[config.mk]
export PLATFORM = sky130hd
export DESIGN_NAME = alu_seq
export DESIGN_NICKNAME = d
export VERILOG_FILES = /design/src/rtl/alu_pkg.sv /design/src/rtl/alu_mul_seq.sv /design/src/rtl/alu_seq.sv
export SDC_FILE = /design/constraint.sdc
export NUM_CORES = 1
export LEC_CHECK = 0
export CAP_MARGIN = 10
export CORE_ASPECT_RATIO = 0.8
export CORE_MARGIN = 2
export CORE_UTILIZATION = 41
export DETAILED_ROUTE_END_ITERATION = 16
export GPL_ROUTABILITY_DRIVEN = 0
export REMOVE_ABC_BUFFERS = 1
export SYNTH_ARGS = -nofsm -noshare
export SYNTH_HDL_FRONTEND = slang
export SYNTH_SLANG_ARGS = --single-unit
[constraint.sdc]
create_clock -name clk -period 6.02 [get_ports clk]
set_input_delay 1.204 -clock clk [delete_from_list [all_inputs] [get_ports clk]]
set_output_delay 1.204 -clock clk [all_outputs]
set_load 0.01 [all_outputs]
[src/rtl/alu_pkg.sv]
// Shared types for the sequential ALU: operation codes and controller states.
package alu_pkg;

    typedef enum logic [2:0] {
        OP_ADD = 3'b000,
        OP_SUB = 3'b001,
        OP_AND = 3'b010,
        OP_OR  = 3'b011,
        OP_XOR = 3'b100,
        OP_SHL = 3'b101,
        OP_SHR = 3'b110,
        OP_MUL = 3'b111
    } op_t;

    typedef enum logic {
        S_IDLE = 1'b0,
        S_MUL  = 1'b1
    } state_t;

endpackage

[src/rtl/alu_mul_seq.sv]
// Unsigned shift-add multiplier: loads on start, then adds one partial product per edge.
module alu_mul_seq #(
    parameter int WIDTH = 8
) (
    input  logic               clk,
    input  logic               reset,
    input  logic               start,
    input  logic [WIDTH-1:0]   a,
    input  logic [WIDTH-1:0]   b,
    output logic               done,
    output logic [2*WIDTH-1:0] product
);
    localparam int CW = $clog2(WIDTH) + 1;
    localparam logic [CW-1:0] LAST = CW'(WIDTH - 1);

    logic [2*WIDTH-1:0] mcand;
    logic [WIDTH-1:0]   mplier;
    logic [2*WIDTH-1:0] acc;
    logic [CW-1:0]      cnt;
    logic               running;

    // done and product are combinational so the top can capture the final sum on the last edge.
    always_comb begin
        done    = running && (cnt == LAST);
        product = acc + (mplier[0] ? mcand : '0);
    end

    always_ff @(posedge clk) begin
        if (reset) begin
            mcand   <= '0;
            mplier  <= '0;
            acc     <= '0;
            cnt     <= '0;
            running <= 1'b0;
        end else if (start) begin
            mcand   <= {{WIDTH{1'b0}}, a};
            mplier  <= b;
            acc     <= '0;
            cnt     <= '0;
            running <= 1'b1;
        end else if (running) begin
            acc    <= product;
            mcand  <= mcand << 1;
            mplier <= mplier >> 1;
            if (done) begin
                cnt     <= '0;
                running <= 1'b0;
            end else begin
                cnt <= cnt + CW'(1);
            end
        end
    end

endmodule

[src/rtl/alu_seq.sv]
// Sequential ALU: single-cycle logic/arith ops, iterative MUL. Handshake: start is taken
// only in IDLE on a rising edge; done pulses one cycle with Resultado and flags valid.
module alu_seq
    import alu_pkg::*;
#(
    parameter int WIDTH = 8
) (
    input  logic               clk,
    input  logic               reset,
    input  logic               start,
    input  logic [2:0]         OP,
    input  logic [WIDTH-1:0]   A,
    input  logic [WIDTH-1:0]   B,
    output logic               busy,
    output logic               done,
    output logic [2*WIDTH-1:0] Resultado,
    output logic               CarryOut,
    output logic               Overflow,
    output logic               Cero,
    output logic               Negativo,
    output logic               state_dbg
);
    state_t             state_q, state_d;
    op_t                op;
    logic               mul_start, mul_done, accept_alu;
    logic [2*WIDTH-1:0] mul_product;
    logic [WIDTH:0]     sum;
    logic [WIDTH-1:0]   diff;
    logic [2*WIDTH-1:0] alu_res;
    logic               alu_c, alu_v;

    assign op        = op_t'(OP);
    assign state_dbg = state_q;

    always_ff @(posedge clk) begin
        if (reset) state_q <= S_IDLE;
        else       state_q <= state_d;
    end

    always_comb begin
        state_d = state_q;
        unique case (state_q)
            S_IDLE: if (start && op == OP_MUL) state_d = S_MUL;
            S_MUL:  if (mul_done)              state_d = S_IDLE;
            default: state_d = S_IDLE;
        endcase
    end

    always_comb begin
        busy       = (state_q == S_MUL);
        mul_start  = (state_q == S_IDLE) && start && (op == OP_MUL);
        accept_alu = (state_q == S_IDLE) && start && (op != OP_MUL);
    end

    // Single-cycle datapath, evaluated straight off the inputs at the accepting edge.
    always_comb begin
        sum     = {1'b0, A} + {1'b0, B};
        diff    = A + ~B + WIDTH'(1);
        alu_res = '0;
        alu_c   = 1'b0;
        alu_v   = 1'b0;
        unique case (op)
            OP_ADD: begin
                alu_res = {{(WIDTH-1){1'b0}}, sum};
                alu_c   = sum[WIDTH];
                alu_v   = (A[WIDTH-1] == B[WIDTH-1]) && (sum[WIDTH-1] != A[WIDTH-1]);
            end
            OP_SUB: begin
                alu_res = {{WIDTH{1'b0}}, diff};
                alu_c   = (A < B);
                alu_v   = (A[WIDTH-1] != B[WIDTH-1]) && (diff[WIDTH-1] != A[WIDTH-1]);
            end
            OP_AND: alu_res = {{WIDTH{1'b0}}, A & B};
            OP_OR:  alu_res = {{WIDTH{1'b0}}, A | B};
            OP_XOR: alu_res = {{WIDTH{1'b0}}, A ^ B};
            OP_SHL: begin
                alu_res = {{WIDTH{1'b0}}, A[WIDTH-2:0], 1'b0};
                alu_c   = A[WIDTH-1];
            end
            OP_SHR: begin
                alu_res = {{WIDTH{1'b0}}, 1'b0, A[WIDTH-1:1]};
                alu_c   = A[0];
            end
            default: alu_res = '0;
        endcase
    end

    alu_mul_seq #(.WIDTH(WIDTH)) u_mul (
        .clk     (clk),
        .reset   (reset),
        .start   (mul_start),
        .a       (A),
        .b       (B),
        .done    (mul_done),
        .product (mul_product)
    );

    // Outputs only move on a completing edge, so they hold steady across MUL iterations.
    always_ff @(posedge clk) begin
        if (reset) begin
            done      <= 1'b0;
            Resultado <= '0;
            CarryOut  <= 1'b0;
            Overflow  <= 1'b0;
            Cero      <= 1'b0;
            Negativo  <= 1'b0;
        end else begin
            done <= 1'b0;
            if (accept_alu) begin
                done      <= 1'b1;
                Resultado <= alu_res;
                CarryOut  <= alu_c;
                Overflow  <= alu_v;
                Cero      <= (alu_res == '0);
                Negativo  <= alu_res[WIDTH-1];
            end else if (mul_done) begin
                done      <= 1'b1;
                Resultado <= mul_product;
                CarryOut  <= 1'b0;
                Overflow  <= 1'b0;
                Cero      <= (mul_product == '0);
                Negativo  <= 1'b0;
            end
        end
    end

endmodule

Word-level counts from Yosys, hierarchy flattened
Cells that the tools add are included.

operators by class
  add/subtract/negate cells = 5
  $lt $le $gt $ge = 1
  equal/unequal tests = 13
  muxes and demuxes = 24
  bitwise gates (word level) = 5
  reduce and logical (&&, ||, !) cells = 13

operators by type and width
  operator               count
  $pmux W9 S7            1
  $mux W16               3
  $logic_not A16 Y1      2
  $mux W8                4
  $add A16 B16 Y16       1
  $eq A3 B3 Y1 const B   4
  $mux W1                12
  $add A8 B8 Y9          1
  $add A8 B1 Y8 const B  1
  $add A8 B8 Y8          1
  $and A8 B8 Y8          1
  $lt A8 B8 Y1           1
  $not A8 Y8             1
  $or A8 B8 Y8           1
  $xor A8 B8 Y8          1
  $logic_and A1 B1 Y1    7
  $eq A3 B2 Y1 const B   2
  $add A4 B1 Y4 const B  1
  $eq A4 B3 Y1 const B   1
  $mux W4                1
  $pmux W1 S2            2
  $pmux W1 S4            1
  $reduce_bool A2 Y1     2
  $eq A3 B1 Y1 const B   1
  6 further kinds        8

storage, ports and cells
  bits in registers = 67
  logic and storage cells = 74

Depth between registers and ports, before layout
Gate-level depths: netlist of run 1.

  depth after elaboration = 7
  depth in mapped cells = 12
  mapped depth without buffers = 11

Cells and area by module
Synthesis of run 1 repeated with hierarchy kept, for this count alone.

second synthesis, totals
  cells, all modules = 598
  area total of the unflattened synthesis = 4890.9 µm²

modules (own cells, without submodules)
  module       instances  cells an instance  area each (µm²)  sequential area each (µm²)
  alu_mul_seq  1          308                2607.5           900.9
  alu_seq      1          290                2283.4           440.4

Worst setup path before layout of run 1
OpenSTA, ideal clock, no wires.

  kind = input to register
  start point = input A[0]
  end point = register Cero
  library setup time = 0.088 ns
  arrival time = 3.370 ns
  setup slack = 2.562 ns
  stages = 11
  path buffers = 0
  path through = inv_1 -> ha_1 -> fa_1 -> nor3_1 -> o31ai_1 -> a21oi_1 -> nor3_1 -> a211o_1 -> a222oi_1 -> nand4_1 -> a311oi_2

on the way
  longest elaborated chain between the ends = 5
  elaborated cells on any way between the ends = 9
  classes of those cells = add/sub (3); mux (2); bitwise (3); reduce/logical (1)

RTL lines
  item                   RTL line        source
  start, declared        alu_seq.sv:12   input logic [WIDTH-1:0] A,
  $add A8 B8 Y8          alu_seq.sv:58   diff = A + ~B + WIDTH'(1);
  $add A8 B1 Y8          alu_seq.sv:58
  $pmux W9 S7 (*)        alu_seq.sv:62   unique case (op)
  $logic_not A16 Y1 (*)  alu_seq.sv:114  Cero <= (alu_res == '0);
  $mux W1 (*)            alu_seq.sv:109  if (accept_alu) begin
  end signal, assigned   alu_seq.sv:114
  end signal, assigned   alu_seq.sv:121  Cero <= (mul_product == '0);
  end, declared          alu_seq.sv:19   output logic Cero,

Mark *: on every way between the ends. The rest lies on a longest branch, timed or not.
A chain may end at the register's enable or synchronous reset.

Worst setup path after layout of run 1
Same ends and word-level chain as after synthesis.

==> results.txt, run 1 <==
Yosys warnings: 0
clock latency reported for the late side of the worst-skew pair: 0.33 ns
wire length of the first global-routing pass: 21800 um
maximum fanout along the worst path: 4
maximum number of pins on one net before global-route repair: 35
clock slew at the register clock pins of the worst setup and hold paths: 0.05 ns
number of fillers in the final layout: 1098
num ports: 45
diode insertion count for antenna repair: 0
final standard cell count with taps included and fillers excluded: 774
unrepaired setup endpoints after global routing: no
Reg-to-Reg Start: u_mul.mplier[0]$_SDFFE_PP0P_
data required time at the worst endpoint: 6.27 ns
FF+latch area: 1340 um2
vertical die dimension: 101 um
distinct cell type count after synthesis: 68
Final nets: 687
final critical delay including setup and external delays: 4.05 ns
smallest hold slack: 0.454 ns
placed cell count: 759
path depth of the worst reg2reg path: 11
number of antenna violations at the first check in global routing: 0
period utilisation layout: 67.2%
synthesized cell area: 4800 um2
number of clock buffers inserted by TritonCTS: 9
post-synthesis cell count: 597
floorplan die area: 12600 um2
kind of path behind the tightest hold check: register to register
number of setup violations in the final report: 0
Max IR drop VDD: 0.122 mV
CTS H-Tree Depth: 3
Hold Path End: Resultado[14]$_SDFFE_PP0P_
worst-case headroom to the max-slew limit: 18.1%
count of clock tree sinks: 67
flip-flop and latch count after synthesis: 67
mean number of vias per cell: 5.68
worst-margin pin slew: 1.23 ns
final global-route overflow total: 0
# DRC: 0
classification of the worst setup path: primary input to register
Synth Area per Inst: 8.04 um2
hold buffers post-CTS: 0
number of global-route vias before repair: 4164
utilization after layout: 48.9%
Post-CTS Setup Bufs: 0
Hold Fails Final Rpt: 0
Crit path arrival time: 4.29 ns
average detailed-routed wire length per instance: 17.1 um
number of cell rows: 35
die extent in x: 125 um
reg-to-reg setup timing slack: 2.46 ns
CTS tree: yes
worst setup path startpoint: A[0]
IO buf count: 44
drt initial violations: 315
remaining antenna violation count after routing: 0
detailed-route wire length: 13200 um
starting density of the core: 41.9%
number of flops mapped to enable cells by yosys: 0
Pleak: 2.19 nW
most common flop cell mapped by yosys: sky130_fd_sc_hd__dfxtp_1
Crit. End Element: register
root buf cell: sky130_fd_sc_hd__clkbuf_16
pwr/cell area: 213 nW/um2
via count: 4400
Max Clk Rate: 247 MHz
Pre-antenna DRT Iters: 5
HPWL reported at the end of detailed placement: 9880 um
status: completed
number of stages on the worst hold path: 2
hold path startpoint: Resultado[14]$_SDFFE_PP0P_
post-CTS sizing: 0
Tot GR Track Use: 21.6%
ratio of cells with drive above 1 in the final layout: 5.27%
sequential fraction of the synthesis area: 27.9%
Total Neg Setup Slack: 0 ns
Multi-input gate area: 3210 um2
max-cap viol count: 0
layout-stage area growth over the synthesis result: 16.9%
type of element launching the critical path: primary input
core region area: 11500 um2
reg2reg end: Cero$_SDFFE_PP0P_
fin. max-slew vios: 0
number of buffers between clock root and the deepest sink: 2
ys async rst share: 0%
Worst Skew: 0.00500 ns
worst max path at each step:
stage                              endpoint  slack [ns]  cells past startpoint
after floorplan           Cero$_SDFFE_PP0P_        2.56                     11
after CTS                 Cero$_SDFFE_PP0P_        2.05                     12
after detailed placement  Cero$_SDFFE_PP0P_        1.70                     12
after global placement    Cero$_SDFFE_PP0P_        1.78                     12
final                     Cero$_SDFFE_PP0P_        1.97                     12
after global routing      Cero$_SDFFE_PP0P_        1.78                     11
through the flow:
stage / total power [mW] / area (um2) / setup WS (ns)
floorplan: 0.589 / 4660 / 2.56
global placement: 0.671 / 5320 / 1.78
detailed placement: 0.674 / 5320 / 1.70
CTS: 1.21 / 5610 / 2.05
global route: 1.24 / 5610 / 1.78
finish: 1.20 / 5610 / 1.97
worst max-delay path, cell delays in order:
cell and delay, ns:
sky130_fd_sc_hd__clkdlybuf4s50_1 0.55, sky130_fd_sc_hd__inv_1 0.10, sky130_fd_sc_hd__ha_1 0.24, sky130_fd_sc_hd__fa_1 0.40, sky130_fd_sc_hd__nor3_1 0.23, sky130_fd_sc_hd__o31ai_1 0.12
sky130_fd_sc_hd__a21oi_1 0.24, sky130_fd_sc_hd__nor3_1 0.09, sky130_fd_sc_hd__a211o_1 0.28, sky130_fd_sc_hd__a222oi_1 0.38, sky130_fd_sc_hd__nand4_1 0.16, sky130_fd_sc_hd__a311oi_2 0.29
area by class of cell:
| type | instances | area share [%] |
|---|---|---|
| tap | 148 | 3.30 |
| inverter | 30 | 2.01 |
| clock inverter | 2 | 0.624 |
| timing repair buffer | 48 | 8.38 |
| sequential | 67 | 23.9 |
| clock buffer | 13 | 4.64 |
| multi-input combinational | 466 | 57.1 |
synthesized netlist by cell type, types with 4 or more instances:
| cell | instances | area [um2] |
|---|---|---|
| sky130_fd_sc_hd__xor2_1 | 9 | 78.8 |
| sky130_fd_sc_hd__nand4_1 | 5 | 31.3 |
| sky130_fd_sc_hd__a221oi_1 | 4 | 35.0 |
| sky130_fd_sc_hd__nor2b_1 | 6 | 37.5 |
| sky130_fd_sc_hd__a211oi_1 | 32 | 240 |
| sky130_fd_sc_hd__mux2i_1 | 37 | 370 |
| sky130_fd_sc_hd__dfxtp_1 | 67 | 1340 |
| sky130_fd_sc_hd__and2_1 | 18 | 113 |
| sky130_fd_sc_hd__nor3_1 | 11 | 55.1 |
| sky130_fd_sc_hd__nand3_1 | 8 | 40.0 |
| sky130_fd_sc_hd__o21bai_1 | 4 | 30.0 |
| sky130_fd_sc_hd__a21o_1 | 5 | 37.5 |
| sky130_fd_sc_hd__a21oi_1 | 39 | 195 |
| sky130_fd_sc_hd__clkbuf_1 | 25 | 93.8 |
| sky130_fd_sc_hd__nand2_1 | 57 | 214 |
| sky130_fd_sc_hd__o211ai_1 | 5 | 37.5 |
| sky130_fd_sc_hd__nand3b_1 | 7 | 52.6 |
| sky130_fd_sc_hd__nand2b_1 | 8 | 50.1 |
| sky130_fd_sc_hd__nor2_1 | 76 | 285 |
| sky130_fd_sc_hd__and3_1 | 5 | 31.3 |
| sky130_fd_sc_hd__ha_1 | 40 | 500 |
| sky130_fd_sc_hd__inv_1 | 29 | 109 |
| sky130_fd_sc_hd__xnor2_1 | 8 | 70.1 |
| sky130_fd_sc_hd__mux2_2 | 4 | 45.0 |
| sky130_fd_sc_hd__o21ai_0 | 24 | 120 |
| sky130_fd_sc_hd__buf_1 | 5 | 18.8 |
layout by cell type, fill, tap and decap left out, types with 7 or more instances in the layout:
master                            netlist  layout
sky130_fd_sc_hd__a211oi_1              32      32
sky130_fd_sc_hd__a21oi_1               39      39
sky130_fd_sc_hd__and2_1                18      18
sky130_fd_sc_hd__clkbuf_16              0       9
sky130_fd_sc_hd__clkdlybuf4s50_1        0      44
sky130_fd_sc_hd__dfxtp_1               67      66
sky130_fd_sc_hd__ha_1                  40      40
sky130_fd_sc_hd__inv_1                 29      29
sky130_fd_sc_hd__mux2i_1               37      37
sky130_fd_sc_hd__nand2_1               57      57
sky130_fd_sc_hd__nand2b_1               8       8
sky130_fd_sc_hd__nand3_1                8       8
sky130_fd_sc_hd__nand3b_1               7       7
sky130_fd_sc_hd__nor2_1                76      76
sky130_fd_sc_hd__nor3_1                11      11
sky130_fd_sc_hd__o21ai_0               24      24
sky130_fd_sc_hd__xnor2_1                8       8
sky130_fd_sc_hd__xor2_1                 9       9
kinds of logic (layout without fill, tap and decap cells):
kind of cell	count (synthesis)	in the layout	synth area share, %
compound gates	151	151	22.0
flops	67	67	27.9
simple gates	214	214	21.3
mux	41	41	8.65
fa+ha+maj	43	43	11.7
buf+inv	64	93	5.29
xor+xnor	17	17	3.10
sequential cells by signal, indices dropped and copies added (netlist names):
register and count:
Overflow 1, u_mul.cnt 4, done 1, u_mul.running 1, Cero 1, u_mul.mcand 16
Resultado 16, busy 1, CarryOut 1, Negativo 1, u_mul.acc 16, u_mul.mplier 8
power by group:
| group | total [mW] | internal [mW] | switching (mW) | leakage (nW) |
|---|---|---|---|---|
| registers | 0.468 | 0.457 | 0.0110 | 0.544 |
| clock network | 0.530 | 0.340 | 0.190 | 0.146 |
| logic | 0.200 | 0.0840 | 0.115 | 1.50 |
| total | 1.20 | 0.882 | 0.316 | 2.19 |
routing by layer:
| layer | global-route usage, % | share of wire, % | up-vias |
|---|---|---|---|
| met1 | 31.8 | 52 | 2107 |
| li1 | - | - | 2173 |
| met5 | 0 | 0 | - |
| met4 | 5.13 | 1.3 | 0 |
| met2 | 32.4 | 42 | 99 |
| met3 | 4.56 | 4.9 | 21 |
(Power assumes the default switching activity.)
==> run 2, diff against run 1 <==
==> constraint.sdc (replaced) <==
create_clock -name clk -period 3.7 [get_ports clk]
set_input_delay 0.74 -clock clk [delete_from_list [all_inputs] [get_ports clk]]
set_output_delay 0.74 -clock clk [all_outputs]
set_load 0.01 [all_outputs]
==> run 2 against run 1 <==
Effect of this change:
- register-to-register slack worse by 2.0 ns
- flip-flop and latch count unchanged
- global-route usage up 0.52 points
- power up 59%
- core utilization up 1.8 points
- critical path depth unchanged
- first-iteration DRC count up 51%
- cell count up 4.0%
- routed wire length up 2.5%
- die area unchanged
- sequential power up 63%
- cell area up 3.6%
==> results.txt, run 2 (synthesized netlist as in run 1, its figures left out) <==
status: completed
post-layout total power: 1.91 mW (+59%)
maximum fanout along the worst path: 4 (unchanged)
Crit path arrival time: 3.73 ns (-0.56 ns)
die extent in x: 125 um (unchanged)
starting density of the core: 41.9% (unchanged)
IO buf count: 44 (unchanged)
Crit. End Element: register
vertical die dimension: 101 um (unchanged)
mean number of vias per cell: 5.60 (-1.6%)
drt initial violations: 476 (+51%)
Pleak: 2.33 nW (+6.1%)
Max Clk Rate: 287 MHz
final critical delay including setup and external delays: 3.49 ns
number of buffers between clock root and the deepest sink: 2 (unchanged)
max-cap viol count: 0 (unchanged)
number of setup violations in the final report: 0 (unchanged)
hold buffers post-CTS: 0 (unchanged)
CTS tree: yes
worst-case headroom to the max-slew limit: 57.4% (+39 points)
reg-to-reg setup timing slack: 0.45 ns (-2.01 ns)
number of global-route vias before repair: 4250 (+2.1%)
HPWL reported at the end of detailed placement: 10500 um (+5.9%)
post-route design area: 5820 um2 (+3.6%)
core region area: 11500 um2 (unchanged)
final standard cell count with taps included and fillers excluded: 805 (+4.0%)
wire length of the first global-routing pass: 22100 um (+1.7%)
pwr/cell area: 328 nW/um2 (+54%)
placed cell count: 789 (+4.0%)
most common library cell in the layout ignoring fill and taps: sky130_fd_sc_hd__nor2_1
unrepaired setup endpoints after global routing: no
worst setup path startpoint: B[0]
period utilisation layout: 94.2%
root buf cell: sky130_fd_sc_hd__clkbuf_16
path depth of the worst reg2reg path: 11 (unchanged)
layout-stage area growth over the synthesis result: 21.1%
CTS H-Tree Depth: 3 (unchanged)
worst-margin pin slew: 0.637 ns (-0.591 ns)
type of element launching the critical path: primary input
# DRC: 0 (unchanged)
Final nets: 717 (+4.4%)
reg2reg end: Cero$_SDFFE_PP0P_
Total Neg Setup Slack: 0 ns (unchanged)
commonest non-fill, non-tap cells in the layout: 76 x sky130_fd_sc_hd__nor2_1, 66 x sky130_fd_sc_hd__dfxtp_1, 57 x sky130_fd_sc_hd__nand2_1
utilization after layout: 50.7% (+1.8 points)
number of cell rows: 35 (unchanged)
Pre-antenna DRT Iters: 5 (unchanged)
post-CTS sizing: 0 (unchanged)
Tot GR Track Use: 22.1% (+0.52 points)
count of clock tree sinks: 67 (unchanged)
number of clock buffers inserted by TritonCTS: 9 (unchanged)
Hold Fails Final Rpt: 0 (unchanged)
kind of path behind the tightest hold check: register to register
fin. max-slew vios: 0 (unchanged)
via count: 4504 (+2.4%)
remaining antenna violation count after routing: 0 (unchanged)
floorplan die area: 12600 um2 (unchanged)
average detailed-routed wire length per instance: 16.8 um (-1.5%)
Reg-to-Reg Start: u_mul.mplier[0]$_SDFFE_PP0P_
ratio of cells with drive above 1 in the final layout: 9.59% (+4.3 points)
Worst Skew: 0.00650 ns (+0.00150 ns)
Max IR drop VDD: 0.256 mV (+110%)
maximum number of pins on one net before global-route repair: 33 (-5.7%)
endpoint of the most critical setup path: Cero$_SDFFE_PP0P_
clock latency reported for the late side of the worst-skew pair: 0.33 ns (about the same)
cell area after placement: 5540 um2 (+4.2%)
final global-route overflow total: 0 (unchanged)
detailed-route wire length: 13500 um (+2.5%)
num ports: 45 (unchanged)
Regs by FF count: Resultado: 16 flops, u_mul.acc: 16 flops, u_mul.mcand: 16 flops
Post-CTS Setup Bufs: 0 (unchanged)
number of antenna violations at the first check in global routing: 0 (unchanged)
classification of the worst setup path: primary input to register
data required time at the worst endpoint: 3.94 ns (-2.33 ns)
diode insertion count for antenna repair: 0 (unchanged)
clock slew at the register clock pins of the worst setup and hold paths: 0.06 ns (about the same)
run 2: cell count changes in the layout (fill, tap and decap cells not counted), sizes merged:
cell	previous run	this run
buf	4	34
bufinv	1	0
clkbuf	13	14
clkinv	2	3
run 2: final cells by class:
cell class | instances | area [um2]
repair buffers | 78 | 696
multi-input cells | 466 | 3210
well taps | 148 | 185
clock inverters | 2 | 10.0
inverters | 30 | 113
fillers | 1095 | 5660
clock buffers | 14 | 264
flip-flops and latches | 67 | 1340
run 2: metal layers:
metal / global-route usage (%) / part of all wire, % / up-vias
li1: - / - / 2232
met1: 33.7 / 53 / 2124
met2: 32.1 / 40 / 138
met3: 3.98 / 6.0 / 10
met4: 5.30 / 0.83 / 0
met5: 0 / 0 / -
run 2: worst min-delay path by stage:
stage | endpoint | slack (ns) | startpoint | depth (start not counted)
detailed placement | Resultado[12]$_SDFFE_PP0P_ | 0.45 | Resultado[12]$_SDFFE_PP0P_ | 2
CTS | Resultado[12]$_SDFFE_PP0P_ | 0.45 | Resultado[12]$_SDFFE_PP0P_ | 2
floorplan | u_mul.cnt[3]$_SDFFE_PP0P_ | 0.44 | u_mul.cnt[3]$_SDFFE_PP0P_ | 2
global route | Resultado[12]$_SDFFE_PP0P_ | 0.47 | Resultado[12]$_SDFFE_PP0P_ | 2
finish | Resultado[12]$_SDFFE_PP0P_ | 0.45 | Resultado[12]$_SDFFE_PP0P_ | 2
global placement | Resultado[12]$_SDFFE_PP0P_ | 0.44 | Resultado[12]$_SDFFE_PP0P_ | 2
run 2: through the flow:
stage | hold WS [ns] | setup WS (ns)
3_3_place_gp | 0.444 | 0.0480
2_1_floorplan | 0.441 | 0.706
5_1_grt | 0.474 | 0.0640
6_report | 0.451 | 0.213
3_5_place_dp | 0.446 | -0.0419
4_1_cts | 0.453 | 0.291
run 2: critical path: stages:
cell and delay (ns):
sky130_fd_sc_hd__clkdlybuf4s50_1 0.58, sky130_fd_sc_hd__ha_1 0.21, sky130_fd_sc_hd__inv_1 0.05, sky130_fd_sc_hd__fa_1 0.38, sky130_fd_sc_hd__nand2b_1 0.20, sky130_fd_sc_hd__a211oi_1 0.23, sky130_fd_sc_hd__o21ai_0 0.20, sky130_fd_sc_hd__nand3_1 0.15
sky130_fd_sc_hd__o211ai_1 0.11, sky130_fd_sc_hd__a222oi_1 0.44, sky130_fd_sc_hd__nand4_1 0.17, sky130_fd_sc_hd__a311oi_2 0.27
run 2: power by group:
group / internal [mW] / switching [mW] / total, mW
sequential: 0.744 / 0.0165 / 0.761
clock: 0.488 / 0.301 / 0.789
combinational: 0.160 / 0.197 / 0.357
total: 1.39 / 0.515 / 1.91
==> run 3, diff against run 2 <==
--- a/config.mk
+++ b/config.mk
@@ -11,7 +11,9 @@
 export CORE_UTILIZATION = 41
 export DETAILED_ROUTE_END_ITERATION = 16
 export GPL_ROUTABILITY_DRIVEN = 0
+export MAX_ROUTING_LAYER = met4
 export REMOVE_ABC_BUFFERS = 1
+export SKIP_LAST_GASP = 1
 export SYNTH_ARGS = -nofsm -noshare
 export SYNTH_HDL_FRONTEND = slang
 export SYNTH_SLANG_ARGS = --single-unit
==> run 3 against run 2 <==
Effect of this change:
- cell count did not move
- power barely moved
- sequential share of layout area did not move
- flip-flop and latch count did not move
- highest routed layer unchanged
- global-route usage rose by 0.69 points
- critical endpoint unchanged
- fmax rose by 0.21%
- critical path depth did not move
- via count fell by 0.33%
- largest power group unchanged
- first-iteration DRC count fell by 1.3%
- core utilization did not move
==> results.txt, run 3 (synthesized netlist as in run 1, its figures left out) <==
vertical die dimension: 101 um (unchanged)
pre-CTS WS: -0.0419 ns (unchanged)
number of cell rows: 35 (unchanged)
number of clock buffers inserted by TritonCTS: 9 (unchanged)
via count: 4489 (-0.33%)
floorplan die area: 12600 um2 (unchanged)
most common library cell in the layout ignoring fill and taps: sky130_fd_sc_hd__nor2_1
CTS H-Tree Depth: 3 (unchanged)
clock slew at the register clock pins of the worst setup and hold paths: 0.06 ns (about the same)
# DRC: 0 (unchanged)
Max Clk Rate: 287 MHz (+0.21%)
HPWL reported at the end of detailed placement: 10500 um (unchanged)
reg-to-reg setup timing slack: 0.43 ns (-0.02 ns)
FF+latch area: 1340 um2 (unchanged)
root buf cell: sky130_fd_sc_hd__clkbuf_16
detailed-route wire length: 13500 um (-0.31%)
pwr/cell area: 328 nW/um2 (about the same)
post-CTS sizing: 0 (unchanged)
Hold Fails Final Rpt: 0 (unchanged)
type of element launching the critical path: primary input
smallest hold slack: 0.451 ns (-0.00000900 ns)
Pre-antenna DRT Iters: 5 (unchanged)
Tot GR Track Use: 22.8% (+0.69 points)
commonest non-fill, non-tap cells in the layout: 76 x sky130_fd_sc_hd__nor2_1, 66 x sky130_fd_sc_hd__dfxtp_1, 57 x sky130_fd_sc_hd__nand2_1
diode insertion count for antenna repair: 0 (unchanged)
count of clock tree sinks: 67 (unchanged)
Crit. End Element: register
Post-CTS Setup Bufs: 0 (unchanged)
Final nets: 717 (unchanged)
final setup slack of the worst path: 0.220 ns (+0.00735 ns)
mean number of vias per cell: 5.58 (-0.33%)
number of setup violations in the final report: 0 (unchanged)
critical path, cell by cell: clkdlybuf4s50_1 -> ha_1 -> inv_1 -> fa_1 -> nand2b_1 -> a211oi_1 -> o21ai_0 -> nand3_1 -> o211ai_1 -> a222oi_1 -> nand4_1 -> a311oi_2
layout-stage area growth over the synthesis result: 21.1% (unchanged)
number of buffers between clock root and the deepest sink: 2 (unchanged)
number of global-route vias before repair: 4243 (-0.16%)
starting density of the core: 41.9% (unchanged)
remaining antenna violation count after routing: 0 (unchanged)
number of antenna violations at the first check in global routing: 0 (unchanged)
cell area after placement: 5540 um2 (unchanged)
worst-case headroom to the max-slew limit: 59.1% (+1.7 points)
Multi-input gate area: 3210 um2 (unchanged)
clock latency reported for the late side of the worst-skew pair: 0.33 ns (about the same)
die extent in x: 125 um (unchanged)
wire length of the first global-routing pass: 22200 um (about the same)
placed cell count: 789 (unchanged)
kind of path behind the tightest hold check: register to register
fin. max-slew vios: 0 (unchanged)
Pleak: 2.33 nW (unchanged)
Worst Skew: 0.00673 ns (+0.000233 ns)
classification of the worst setup path: primary input to register
num ports: 45 (unchanged)
final critical delay including setup and external delays: 3.48 ns (-0.00735 ns)
status: completed
Regs by FF count: Resultado: 16 flops, u_mul.acc: 16 flops, u_mul.mcand: 16 flops
data required time at the worst endpoint: 3.94 ns (about the same)
IO buf count: 44 (unchanged)
max-cap viol count: 0 (unchanged)
maximum number of pins on one net before global-route repair: 33 (unchanged)
final standard cell count with taps included and fillers excluded: 805 (unchanged)
number of fillers in the final layout: 1095 (unchanged)
average detailed-routed wire length per instance: 16.8 um (-0.31%)
hold buffers post-CTS: 0 (unchanged)
ratio of cells with drive above 1 in the final layout: 9.59% (unchanged)
period utilisation layout: 94.0% (-0.20 points)
Crit path arrival time: 3.72 ns (about the same)
core region area: 11500 um2 (unchanged)
peak per-stage delay on the critical path: 0.58 ns (about the same)
Max IR drop VDD: 0.254 mV (-0.84%)
utilization after layout: 50.7% (unchanged)
Max stage delay cell, worst path: sky130_fd_sc_hd__clkdlybuf4s50_1
CTS tree: yes
unrepaired setup endpoints after global routing: no
worst-margin pin slew: 0.611 ns (-0.0257 ns)
post-route design area: 5820 um2 (unchanged)
drt initial violations: 470 (-1.3%)
maximum fanout along the worst path: 4 (unchanged)
final global-route overflow total: 0 (unchanged)
-- run 3: cell counts in the layout (fill, tap and decap cells not counted) --
Identical to the previous run, type by type.
-- run 3: metrics by stage --
stage               setup TNS [ns]  total power, mW
finish                           0             1.91
global route                     0             1.99
CTS                              0             1.92
detailed placement         -0.0419             1.13
global placement                 0             1.12
floorplan                        0            0.958
-- run 3: layout make-up --
type | count | share of cell area, %
Clock buffer | 14 | 4.54
Tap cell | 148 | 3.18
Timing Repair Buffer | 78 | 12.0
Multi-Input combinational cell | 466 | 55.1
Inverter | 30 | 1.94
Clock inverter | 2 | 0.172
Sequential cell | 67 | 23.1
-- run 3: power breakdown --
group | leakage (nW) | switching, mW | internal, mW | total [mW]
clock network | 0.137 | 0.300 | 0.488 | 0.788
registers | 0.544 | 0.0165 | 0.744 | 0.761
logic | 1.65 | 0.197 | 0.160 | 0.357
total | 2.33 | 0.513 | 1.39 | 1.91
-- run 3: metal layers --
layer / up-vias / GRT usage (%) / wire length [um]
li1: 2232 / - / -
met1: 2110 / 33.9 / 7120
met2: 133 / 31.9 / 5420
met3: 14 / 3.98 / 800
met4: 0 / 5.30 / 149
met5: - / - / 0
-- run 3: worst paths after layout --
check,from,end,cells past startpoint
setup / recovery,B[0],Cero$_SDFFE_PP0P_,12
hold / removal,Resultado[12]$_SDFFE_PP0P_,Resultado[12]$_SDFFE_PP0P_,2
setup reg to reg,u_mul.mplier[0]$_SDFFE_PP0P_,Cero$_SDFFE_PP0P_,11
hold reg to reg,Resultado[12]$_SDFFE_PP0P_,Resultado[12]$_SDFFE_PP0P_,2
-- run 3: critical path, delay by kind of cell --
| family | cells | cell delay [ns] |
|---|---|---|
| AO/OA/AOI/OAI | 5 | 1.25 |
| adder cells (fa/ha/maj) | 2 | 0.59 |
| buffers and inverters | 2 | 0.63 |
| AND/OR/NAND/NOR | 3 | 0.51 |
